File: config.mk
export PLATFORM = sky130hd
export DESIGN_NAME = spi_cmd_regs_flat
export DESIGN_NICKNAME = d
export VERILOG_FILES = /design/src/rtl/spi_cmd_regs_pkg.sv /design/src/rtl/spi_cmd_regs_if.sv /design/src/rtl/spi_cmd_regs_kbbuf_fifo.sv /design/src/rtl/spi_cmd_regs.sv /design/src/flat_wrapper.sv
export SDC_FILE = /design/constraint.sdc
export NUM_CORES = 1
export LEC_CHECK = 0
export ABC_AREA = 1
export ABC_CLOCK_PERIOD_IN_PS = 7400
export CAP_MARGIN = 25
export CORE_MARGIN = 2
export CORE_UTILIZATION = 53
export CTS_BUF_LIST = sky130_fd_sc_hd__clkbuf_16
export CTS_CLUSTER_SIZE = 40
export DETAILED_ROUTE_END_ITERATION = 8
export PLACE_DENSITY = 0.81
export SYNTH_ARGS = -nofsm -noshare
export SYNTH_HDL_FRONTEND = slang
export SYNTH_SLANG_ARGS = --single-unit
File: constraint.sdc
create_clock -name clk -period 7.4 [get_ports clk]
set_input_delay 2.22 -clock clk [delete_from_list [all_inputs] [get_ports clk]]
set_output_delay 2.22 -clock clk [all_outputs]
set_load 0.005 [all_outputs]
File: src/rtl/spi_cmd_regs_pkg.sv
// spiregs_pkg: command codes, status word layout and burst state for spi_cmd_regs.
package spiregs_pkg;
  localparam logic [7:0] CMD_RESET           = 8'h01;
  localparam logic [7:0] CMD_FORCE_TURBO     = 8'h02;
  localparam logic [7:0] CMD_SET_KEYB_MATRIX = 8'h10;
  localparam logic [7:0] CMD_SET_HCTRL       = 8'h11;
  localparam logic [7:0] CMD_WRITE_KBBUF     = 8'h12;
  localparam logic [7:0] CMD_GET_STATUS      = 8'h13;
  localparam logic [7:0] CMD_FLUSH_KBBUF     = 8'h14;
  localparam logic [7:0] CMD_SET_VIDMODE     = 8'h40;
  localparam int ST_COUNT_LSB = 56;
  localparam int ST_OVF       = 55;
  localparam int ST_BUSY      = 54;
  localparam int ST_DEPTH_LSB = 40;
  typedef enum logic {IDLE, BURST} burst_t;
endpackage

File: src/rtl/spi_cmd_regs_if.sv
// spi_cmd_regs_if: completed-message side of the ESP32 SPI link.
interface spi_cmd_regs_if;
  logic        spi_msg_end;
  logic [7:0]  spi_cmd;
  logic [63:0] spi_rxdata;
  logic [63:0] spi_txdata;
  logic        spi_txdata_valid;
  modport master (output spi_msg_end, spi_cmd, spi_rxdata, input spi_txdata, spi_txdata_valid);
  modport slave (input spi_msg_end, spi_cmd, spi_rxdata, output spi_txdata, spi_txdata_valid);
endinterface

File: src/rtl/spi_cmd_regs_kbbuf_fifo.sv
// kbbuf_fifo: byte FIFO with first-word fall-through read, flush and async reset.
module kbbuf_fifo #(
  parameter int DEPTH = 16
) (
  input  logic                     clk,
  input  logic                     reset,
  input  logic                     push,
  input  logic                     pop,
  input  logic                     flush,
  input  logic [7:0]               wdata,
  output logic [7:0]               rdata,
  output logic                     full,
  output logic                     empty,
  output logic [$clog2(DEPTH):0]   count
);
  localparam int AW = $clog2(DEPTH);
  logic [7:0] mem [DEPTH];
  logic [AW-1:0] wp, rp;
  logic wr, rd;
  assign empty = count == '0;
  assign full  = count[AW];
  assign rd    = pop && !empty;
  // a pop frees the slot, so a full FIFO still accepts a same-cycle push
  assign wr    = push && (!full || rd);
  assign rdata = mem[rp];
  always_ff @(posedge clk)
    if (wr) mem[wp] <= wdata;
  always_ff @(posedge clk or posedge reset)
    if (reset) begin
      wp    <= '0;
      rp    <= '0;
      count <= '0;
    end else if (flush) begin
      wp    <= '0;
      rp    <= '0;
      count <= '0;
    end else begin
      if (wr) wp <= wp + 1'b1;
      if (rd) rp <= rp + 1'b1;
      count <= count + {{AW{1'b0}}, wr} - {{AW{1'b0}}, rd};
    end
endmodule

File: src/rtl/spi_cmd_regs.sv
// spi_cmd_regs: decodes completed ESP32 SPI messages into core control registers,
// a burst-loaded keyboard FIFO and a status readback word.
module spi_cmd_regs
  import spiregs_pkg::*;
#(
  parameter int NUM_HCTRL   = 2,
  parameter int KBBUF_DEPTH = 16,
  parameter int VIDMODE_W   = 1
) (
  input  logic                   clk,
  input  logic                   reset,
  spi_cmd_regs_if.slave          spi,
  output logic                   reset_req,
  output logic [63:0]            keys,
  output logic [8*NUM_HCTRL-1:0] hctrl,
  output logic                   use_t80,
  input  logic                   has_z80,
  output logic                   force_turbo,
  output logic [VIDMODE_W-1:0]   video_mode,
  input  logic                   kbbuf_rd,
  output logic [7:0]             kbbuf_rdata,
  output logic                   kbbuf_empty
);
  localparam int CW = $clog2(KBBUF_DEPTH) + 1;
  burst_t state;
  logic [55:0] shreg;
  logic [2:0] left;
  logic [7:0] cmd;
  logic [CW-1:0] count;
  logic me, use_t80_r, ovf, full, busy, flush, drop;
  assign me    = spi.spi_msg_end;
  assign cmd   = spi.spi_cmd;
  assign busy  = state == BURST;
  assign flush = me && cmd == CMD_FLUSH_KBBUF;
  assign drop  = busy && full && !kbbuf_rd;
  assign use_t80 = has_z80 ? use_t80_r : 1'b1;
  assign spi.spi_txdata_valid = cmd == CMD_GET_STATUS;
  always_comb begin
    spi.spi_txdata = '0;
    if (spi.spi_txdata_valid) begin
      spi.spi_txdata[ST_COUNT_LSB +: 8] = 8'(count);
      spi.spi_txdata[ST_OVF]            = ovf;
      spi.spi_txdata[ST_BUSY]           = busy;
      spi.spi_txdata[ST_DEPTH_LSB +: 8] = 8'(KBBUF_DEPTH - 1);
    end
  end
  kbbuf_fifo #(.DEPTH(KBBUF_DEPTH)) fifo (
    .clk(clk), .reset(reset), .push(busy), .pop(kbbuf_rd), .flush(flush),
    .wdata(shreg[55:48]), .rdata(kbbuf_rdata), .full(full), .empty(kbbuf_empty), .count(count)
  );
  always_ff @(posedge clk or posedge reset)
    if (reset) begin
      reset_req   <= 1'b0;
      use_t80_r   <= 1'b0;
      force_turbo <= 1'b0;
      video_mode  <= '0;
      keys        <= '1;
      hctrl       <= '1;
      ovf         <= 1'b0;
      state       <= IDLE;
      shreg       <= '0;
      left        <= '0;
    end else begin
      reset_req <= me && cmd == CMD_RESET;
      if (me && cmd == CMD_RESET) use_t80_r <= spi.spi_rxdata[56];
      if (me && cmd == CMD_FORCE_TURBO) force_turbo <= spi.spi_rxdata[56];
      if (me && cmd == CMD_SET_KEYB_MATRIX) keys <= spi.spi_rxdata;
      if (me && cmd == CMD_SET_HCTRL) hctrl <= spi.spi_rxdata[63 -: 8*NUM_HCTRL];
      if (me && cmd == CMD_SET_VIDMODE) video_mode <= spi.spi_rxdata[56 +: VIDMODE_W];
      // a set in the same cycle as a status read must survive the read-clear
      ovf <= flush ? 1'b0 :
             (drop || (me && cmd == CMD_WRITE_KBBUF && busy)) ? 1'b1 :
             (me && cmd == CMD_GET_STATUS) ? 1'b0 : ovf;
      if (flush) state <= IDLE;
      else if (busy) begin
        shreg <= shreg << 8;
        left  <= left - 1'b1;
        if (left == 3'd1) state <= IDLE;
      end else if (me && cmd == CMD_WRITE_KBBUF && spi.spi_rxdata[58:56] != 3'd0) begin
        shreg <= spi.spi_rxdata[55:0];
        left  <= spi.spi_rxdata[58:56];
        state <= BURST;
      end
    end
endmodule

File: src/flat_wrapper.sv
// flat-port wrapper written by rule: the top's interface ports become plain ports
module spi_cmd_regs_flat import spiregs_pkg::*;
#(
  parameter int NUM_HCTRL   = 2,
  parameter int KBBUF_DEPTH = 16,
  parameter int VIDMODE_W   = 1
)
  (clk, reset, reset_req, keys, hctrl, use_t80, has_z80, force_turbo, video_mode, kbbuf_rd, kbbuf_rdata, kbbuf_empty, spi_spi_msg_end, spi_spi_cmd, spi_spi_rxdata, spi_spi_txdata, spi_spi_txdata_valid);
  spi_cmd_regs_if spi_i ();
  input  logic clk;
  input  logic reset;
  output logic reset_req;
  output logic [63:0] keys;
  output logic [8*NUM_HCTRL-1:0] hctrl;
  output logic use_t80;
  input  logic has_z80;
  output logic force_turbo;
  output logic [VIDMODE_W-1:0] video_mode;
  input  logic kbbuf_rd;
  output logic [7:0] kbbuf_rdata;
  output logic kbbuf_empty;
  input wire logic [$bits(spi_i.spi_msg_end)-1:0] spi_spi_msg_end;
  input wire logic [$bits(spi_i.spi_cmd)-1:0] spi_spi_cmd;
  input wire logic [$bits(spi_i.spi_rxdata)-1:0] spi_spi_rxdata;
  output wire logic [$bits(spi_i.spi_txdata)-1:0] spi_spi_txdata;
  output wire logic [$bits(spi_i.spi_txdata_valid)-1:0] spi_spi_txdata_valid;
  assign spi_i.spi_msg_end = spi_spi_msg_end;
  assign spi_i.spi_cmd = spi_spi_cmd;
  assign spi_i.spi_rxdata = spi_spi_rxdata;
  assign spi_spi_txdata = spi_i.spi_txdata;
  assign spi_spi_txdata_valid = spi_i.spi_txdata_valid;
  spi_cmd_regs #(.NUM_HCTRL(NUM_HCTRL), .KBBUF_DEPTH(KBBUF_DEPTH), .VIDMODE_W(VIDMODE_W)) u_core (.clk(clk), .reset(reset), .spi(spi_i), .reset_req(reset_req), .keys(keys), .hctrl(hctrl), .use_t80(use_t80), .has_z80(has_z80), .force_turbo(force_turbo), .video_mode(video_mode), .kbbuf_rd(kbbuf_rd), .kbbuf_rdata(kbbuf_rdata), .kbbuf_empty(kbbuf_empty));
endmodule
; ---- Word-level counts from Yosys, hierarchy flattened
; Memory sizes are Yosys's and may differ from the RTL's.
; Index checks and enable logic that the tools add are counted.
[classes]
n_bitwise = 1
n_addsub = 5
n_reduce_logical = 26
mux = 21
eq_ne = 9
[op_table]
columns = operator, n
row1 = $mux W56, 2
row2 = $eq A8 B5 Y1 const B, 5
row3 = $mux W4, 5
row4 = $logic_and A1 B1 Y1, 14
row5 = $mux W1, 10
row6 = $add A4 B1 Y4 const B, 2
row7 = $eq A8 B1 Y1 const B, 1
row8 = $eq A8 B2 Y1 const B, 1
row9 = $eq A8 B7 Y1 const B, 1
row10 = $mux W7, 1
row11 = $mux W3, 2
row12 = $reduce_bool A2 Y1, 3
row13 = $reduce_bool A3 Y1, 2
row14 = $add A5 B1 Y5, 1
row15 = $logic_not A5 Y1, 1
row16 = $mux W5, 1
row17 = $sub A5 B1 Y5, 1
row18 = $eq A3 B1 Y1 const B, 1
row19 = $logic_not A1 Y1, 3
row20 = $sub A3 B1 Y3 const B, 1
row21 = $logic_or A1 B1 Y1, 2
row22 = $reduce_and A2 Y1, 1
row23 = $not A1 Y1, 1
[word_totals]
register_bits = 158
word_cells = 76
input_bits = 77
output_inout_bits = 158
ram_bits = 128
mem_count = 1
[mem_list]
columns = memory, words, word_bits, read_ports, rd_clocked_by_memory_dff, write_ports, line_no
row1 = u_core.fifo.mem, 16, 8, 1, 0, 1, spi_cmd_regs_kbbuf_fifo.sv:17  ; logic [7:0] mem [DEPTH];

; ---- Logic depth before layout (Yosys ltp)
[logic_depth]
word_depth = 8
depth_mapped = 15
mapped_depth_nobuf = 15

; ---- Hierarchy
; Synthesis repeated with hierarchy kept, for this count alone.
[hier_totals]
cells_unflattened = 1504
hier_area_um2 = 13489.2
[by_module_without_submodules]
columns = module, instances, cells_each, area_each_um2, seq_area_each_um2
row1 = spi_cmd_regs, 1, 880, 7123.1, 3728.6
row2 = kbbuf_fifo, 1, 624, 6366.1, 4169.0

; ---- Worst setup path after synthesis
; OpenSTA, ideal clock, no wires.
[synth_timing]
path_type = in2out
from = input spi_spi_cmd[7]
to = output spi_spi_txdata[54]
t_arrival_ns = 3.182
path_buffers = 0
required_ns = 5.180
path_stages = 5
slack_ns = 1.998
cell_sequence = nor2_4 -> nand2_1 -> nor3_1 -> inv_1 -> nor2_1
[synth_between]
elab_chain_len = 2
[synth_lines]
columns = item, line_no
row1 = "start, declared", flat_wrapper.sv:23  ; input wire logic [$bits(spi_i.spi_cmd)-1:0] spi_spi_cmd;
row2 = $eq A8 B5 Y1, spi_cmd_regs.sv:37  ; assign spi.spi_txdata_valid = cmd == CMD_GET_STATUS;
row3 = via spi_spi_txdata_valid, flat_wrapper.sv:26  ; output wire logic [$bits(spi_i.spi_txdata_valid)-1:0] spi_spi_txdata_valid;
row4 = $mux W7, spi_cmd_regs.sv:40  ; if (spi.spi_txdata_valid) begin
row5 = "end, declared", flat_wrapper.sv:25  ; output wire logic [$bits(spi_i.spi_txdata)-1:0] spi_spi_txdata;
; The timed path passes the listed nets, and every way through them passes these cells.

; ---- Final worst setup path
[layout_timing]
from = input spi_spi_cmd[4]
to = output spi_spi_txdata[55]
[layout_between]
elab_chain_len = 2
[layout_lines]
columns = item, line_no
row1 = $eq A8 B5 Y1, spi_cmd_regs.sv:37
row2 = $mux W7, spi_cmd_regs.sv:40
; No other way between the ends.

==> metrics.md <==
| Metric | Value |
|---|---|
| Hold path start | `u_core.shreg[39]` |
| Reg area | `0.00790 mm^2` |
| First-pass GRT wire length | `49.2 mm` |
| CP max-delay cell | `clkdlybuf4s50_1` |
| Post-synthesis register bit count | `286` |
| Max stage delay on crit path | `about 0.53 ns` |
| Aggregate global-route resource usage | `23.8%` |
| Synth top area cells | `edfxtp_1 30%, dfstp_2 16%, dfrtp_1 15%` |
| CTS resizes | `0` |
| Synth top area share | `between 20% and 30%` |
| CTS Buf Count | `29` |
| Post-synthesis sequential area ratio | `61.5%` |
| Syn-to-layout area delta | `21.0%` |
| Crit start category | `input port` |
| CTS tree | `yes` |
| Port buffer count | `181` |
| Final min period | `6.62 ns` |
| WP data required | `5.18 ns` |
| Endpoints failing hold | `0` |
| Grt total ovfl | `0` |
| Clk sinks | `286` |
| Crit Reg-Reg Endpoint | `u_core.fifo.count[4]` |
| End of the worst hold path | `u_core.shreg[39]` |
| H-tree lvl count | `1` |
| Skew-Pair Late Insertion Delay | `between 0.5 and 0.6 ns` |
| Hold_buf cts | `0` |
| Share of cells above drive strength 1 | `between 9 and 10%` |
| # DRC | `0` |
| Max-slew violation count | `0` |
| Hold depth | `2` |
| Average via count per standard cell | `between 5 and 6` |
| Synth Cell Area | `0.0128 mm^2` |
| GPL Wtd Cong | `0.846` |
| Pleak | `0.00650 uW` |
| Reg2Reg Depth | `13` |
| # fillers | `1852` |
| RSZ-0062 raised after global routing | `no` |
| Yosys synthesis warning count | `0` |
| Multi-input logic area | `0.00396 mm^2` |
| Via count | `9603` |
| Slew @ Worst Pin | `1.06 ns` |
| Die Wd | `160 um` |
| Iter 0 DRT Violations | `about 650` |
| Setup TNS | `0 ns` |
| Most frequent cell on the critical path | `clkdlybuf4s50_1` |
| Initial antenna violation count | `0` |
| Clock Tree Root | `clkbuf_16` |
| Max-Cap Viols | `0` |
| Largest net degree at the start of global routing | `110` |
| Outcome | `finished clean` |
| Worst r2r src | `u_core.busy` |
| Synth cell types | `31` |
| Fin util | `between 60% and 70%` |
| Class of the most critical setup path | `in2out` |
| Period utilization | `89.5%` |
| Routed wire length | `approximately 30 mm` |
| CP max FO | `7` |
| Core ar. | `around 0.024 mm^2` |
| CTS Buffer Depth | `3` |
| I/O pins | `around 240` |
| Site Rows | `56` |
| DP HPWL | `20.2 mm` |
| Drt wl/cell | `around 17 um` |
| Total die area | `around 0.025 mm^2` |
| CP arrival | `4.40 ns` |
| Flop2flop setup slack | `4.16 ns` |
| Postcts setup bufs | `0` |
| Worst min-delay path class | `reg2reg` |
| Clock transition at the registers of the reported paths | `0.06 ns` |
| Final nets | `between 1500 and 2000` |
| Area leader, netlist | `edfxtp_1` |
| Final Setup Violations | `0` |
| Antenna cells | `0` |
| Crit-path cells | `clkdlybuf4s50_1, inv_2, nor2_4, nand2_1, nor3_1, inv_1, nor2_1, clkdlybuf4s50_1` |
| Vias in the first global route | `~9600` |
| Rel. slew slack | `29.5%` |
| Height of the die | `160 um` |
| Initial DRT Pass Iterations | `5` |
| FMAX | `about 150 MHz` |
| Clock Skews | `0.0122 ns` |
| PwrDens | `301 mW/mm^2` |
| Initial Util | `54.3%` |
| Post-route ant nets | `0` |
| Synth Instances | `between 1000 and 1500` |
| VDD IR max | `175 uV` |
| Worst setup EP type | `output pin` |
| Avg Cell Area, Syn | `9.49 um^2` |
[per-layer routing]
| layer | track usage [%] | vias up | share of wire (%) |
|---|---|---|---|
| met1 | 30.8 | 4638 | 40 |
| met3 | 4.51 | 67 | 6.8 |
| met4 | 8.18 | 0 | 2.9 |
| li1 | - | 4590 | - |
| met2 | 40.3 | 308 | 50 |
| met5 | 0 | - | 0 |
[area by class of cell]
class / instances / share of cell area (%)
Multi-Input combinational cell: 874 / 25.5
Sequential cell: 286 / 50.9
Clock inverter: 22 / 0.878
Tap cell: 319 / 2.57
Inverter: 114 / 2.79
Timing Repair Buffer: 190 / 12.4
Clock buffer: 31 / 5.00
[cells in the mapped netlist (all sizes together)]
cell type,number
xor2,3
ha,13
clkbuf,32
buf,98
o21bai,1
a21oi,9
dfrtp,78
o21ai,199
nand4,3
clkinv,3
nand2,298
nand3,121
nor3,4
nor2,159
o211ai,10
conb,1
inv,111
fa,1
edfxtp,128
dfstp,80
[state kept, by name, summed over array words and instances, names as in the netlist, 3 cells and up]
signal	cells
u_core.fifo.rp	4
u_core.fifo.count	5
u_core.hctrl	16
u_core.shreg	56
u_core.fifo.mem	128
u_core.fifo.wp	4
u_core.keys	64
u_core.left	3
[critical path, delay by kind of cell]
kind | cells | cell delay, ns
buffers and inverters | 4 | 1.35
AND/OR/NAND/NOR | 4 | 0.83
[layout by cell type (no fill, tap or decap), types with 31 or more instances in the layout]
cell type and n:
nand3_1 120, clkbuf_16 31, conb_1 53, nor2_1 154
inv_1 119, nand2_1 296, dfrtp_1 76, o21ai_0 177
clkdlybuf4s50_1 181, dfstp_2 80, edfxtp_1 128
[where the power goes]
part	switching [uW]	internal (uW)	leakage, uW
registers	264	1970	0.00297
logic	603	433	0.00304
clock network	591	815	0.000498
total	1460	3220	0.00650
[cells by family after synthesis]
| logic type | Yosys count | share of synthesized area [%] |
|---|---|---|
| simple gates | 585 | 18.8 |
| flops | 286 | 61.5 |
| buf+inv | 244 | 9.25 |
| compound gates | 219 | 8.79 |
| fa+ha+maj | 14 | 1.42 |
| xor+xnor | 3 | 0.205 |
| other cells | 1 | 0.0292 |
[how the worst max path moves through the flow]
stage,startpoint,endpoint,cells past startpoint
finish,spi_spi_cmd[4],spi_spi_txdata[55],8
global route,spi_spi_cmd[4],spi_spi_txdata[55],8
CTS,spi_spi_cmd[4],spi_spi_txdata[55],8
detailed placement,spi_spi_cmd[4],spi_spi_txdata[55],8
global placement,spi_spi_cmd[4],spi_spi_txdata[55],8
floorplan,reset,u_core.busy,1
[through the flow]
stage	cell area (um^2)	instances	power (uW)	worst slack (ns)	hold slack, ns
2_1_floorplan	13000	1404	2850	1.05	0.442
3_3_place_gp	14500	1780	3230	0.999	0.453
3_5_place_dp	14600	1783	3290	0.824	0.458
4_1_cts	15500	1836	4700	0.819	0.472
5_1_grt	15500	1836	4930	0.645	0.496
6_report	15500	1836	4680	0.780	0.469
(Power assumes the default switching activity.)
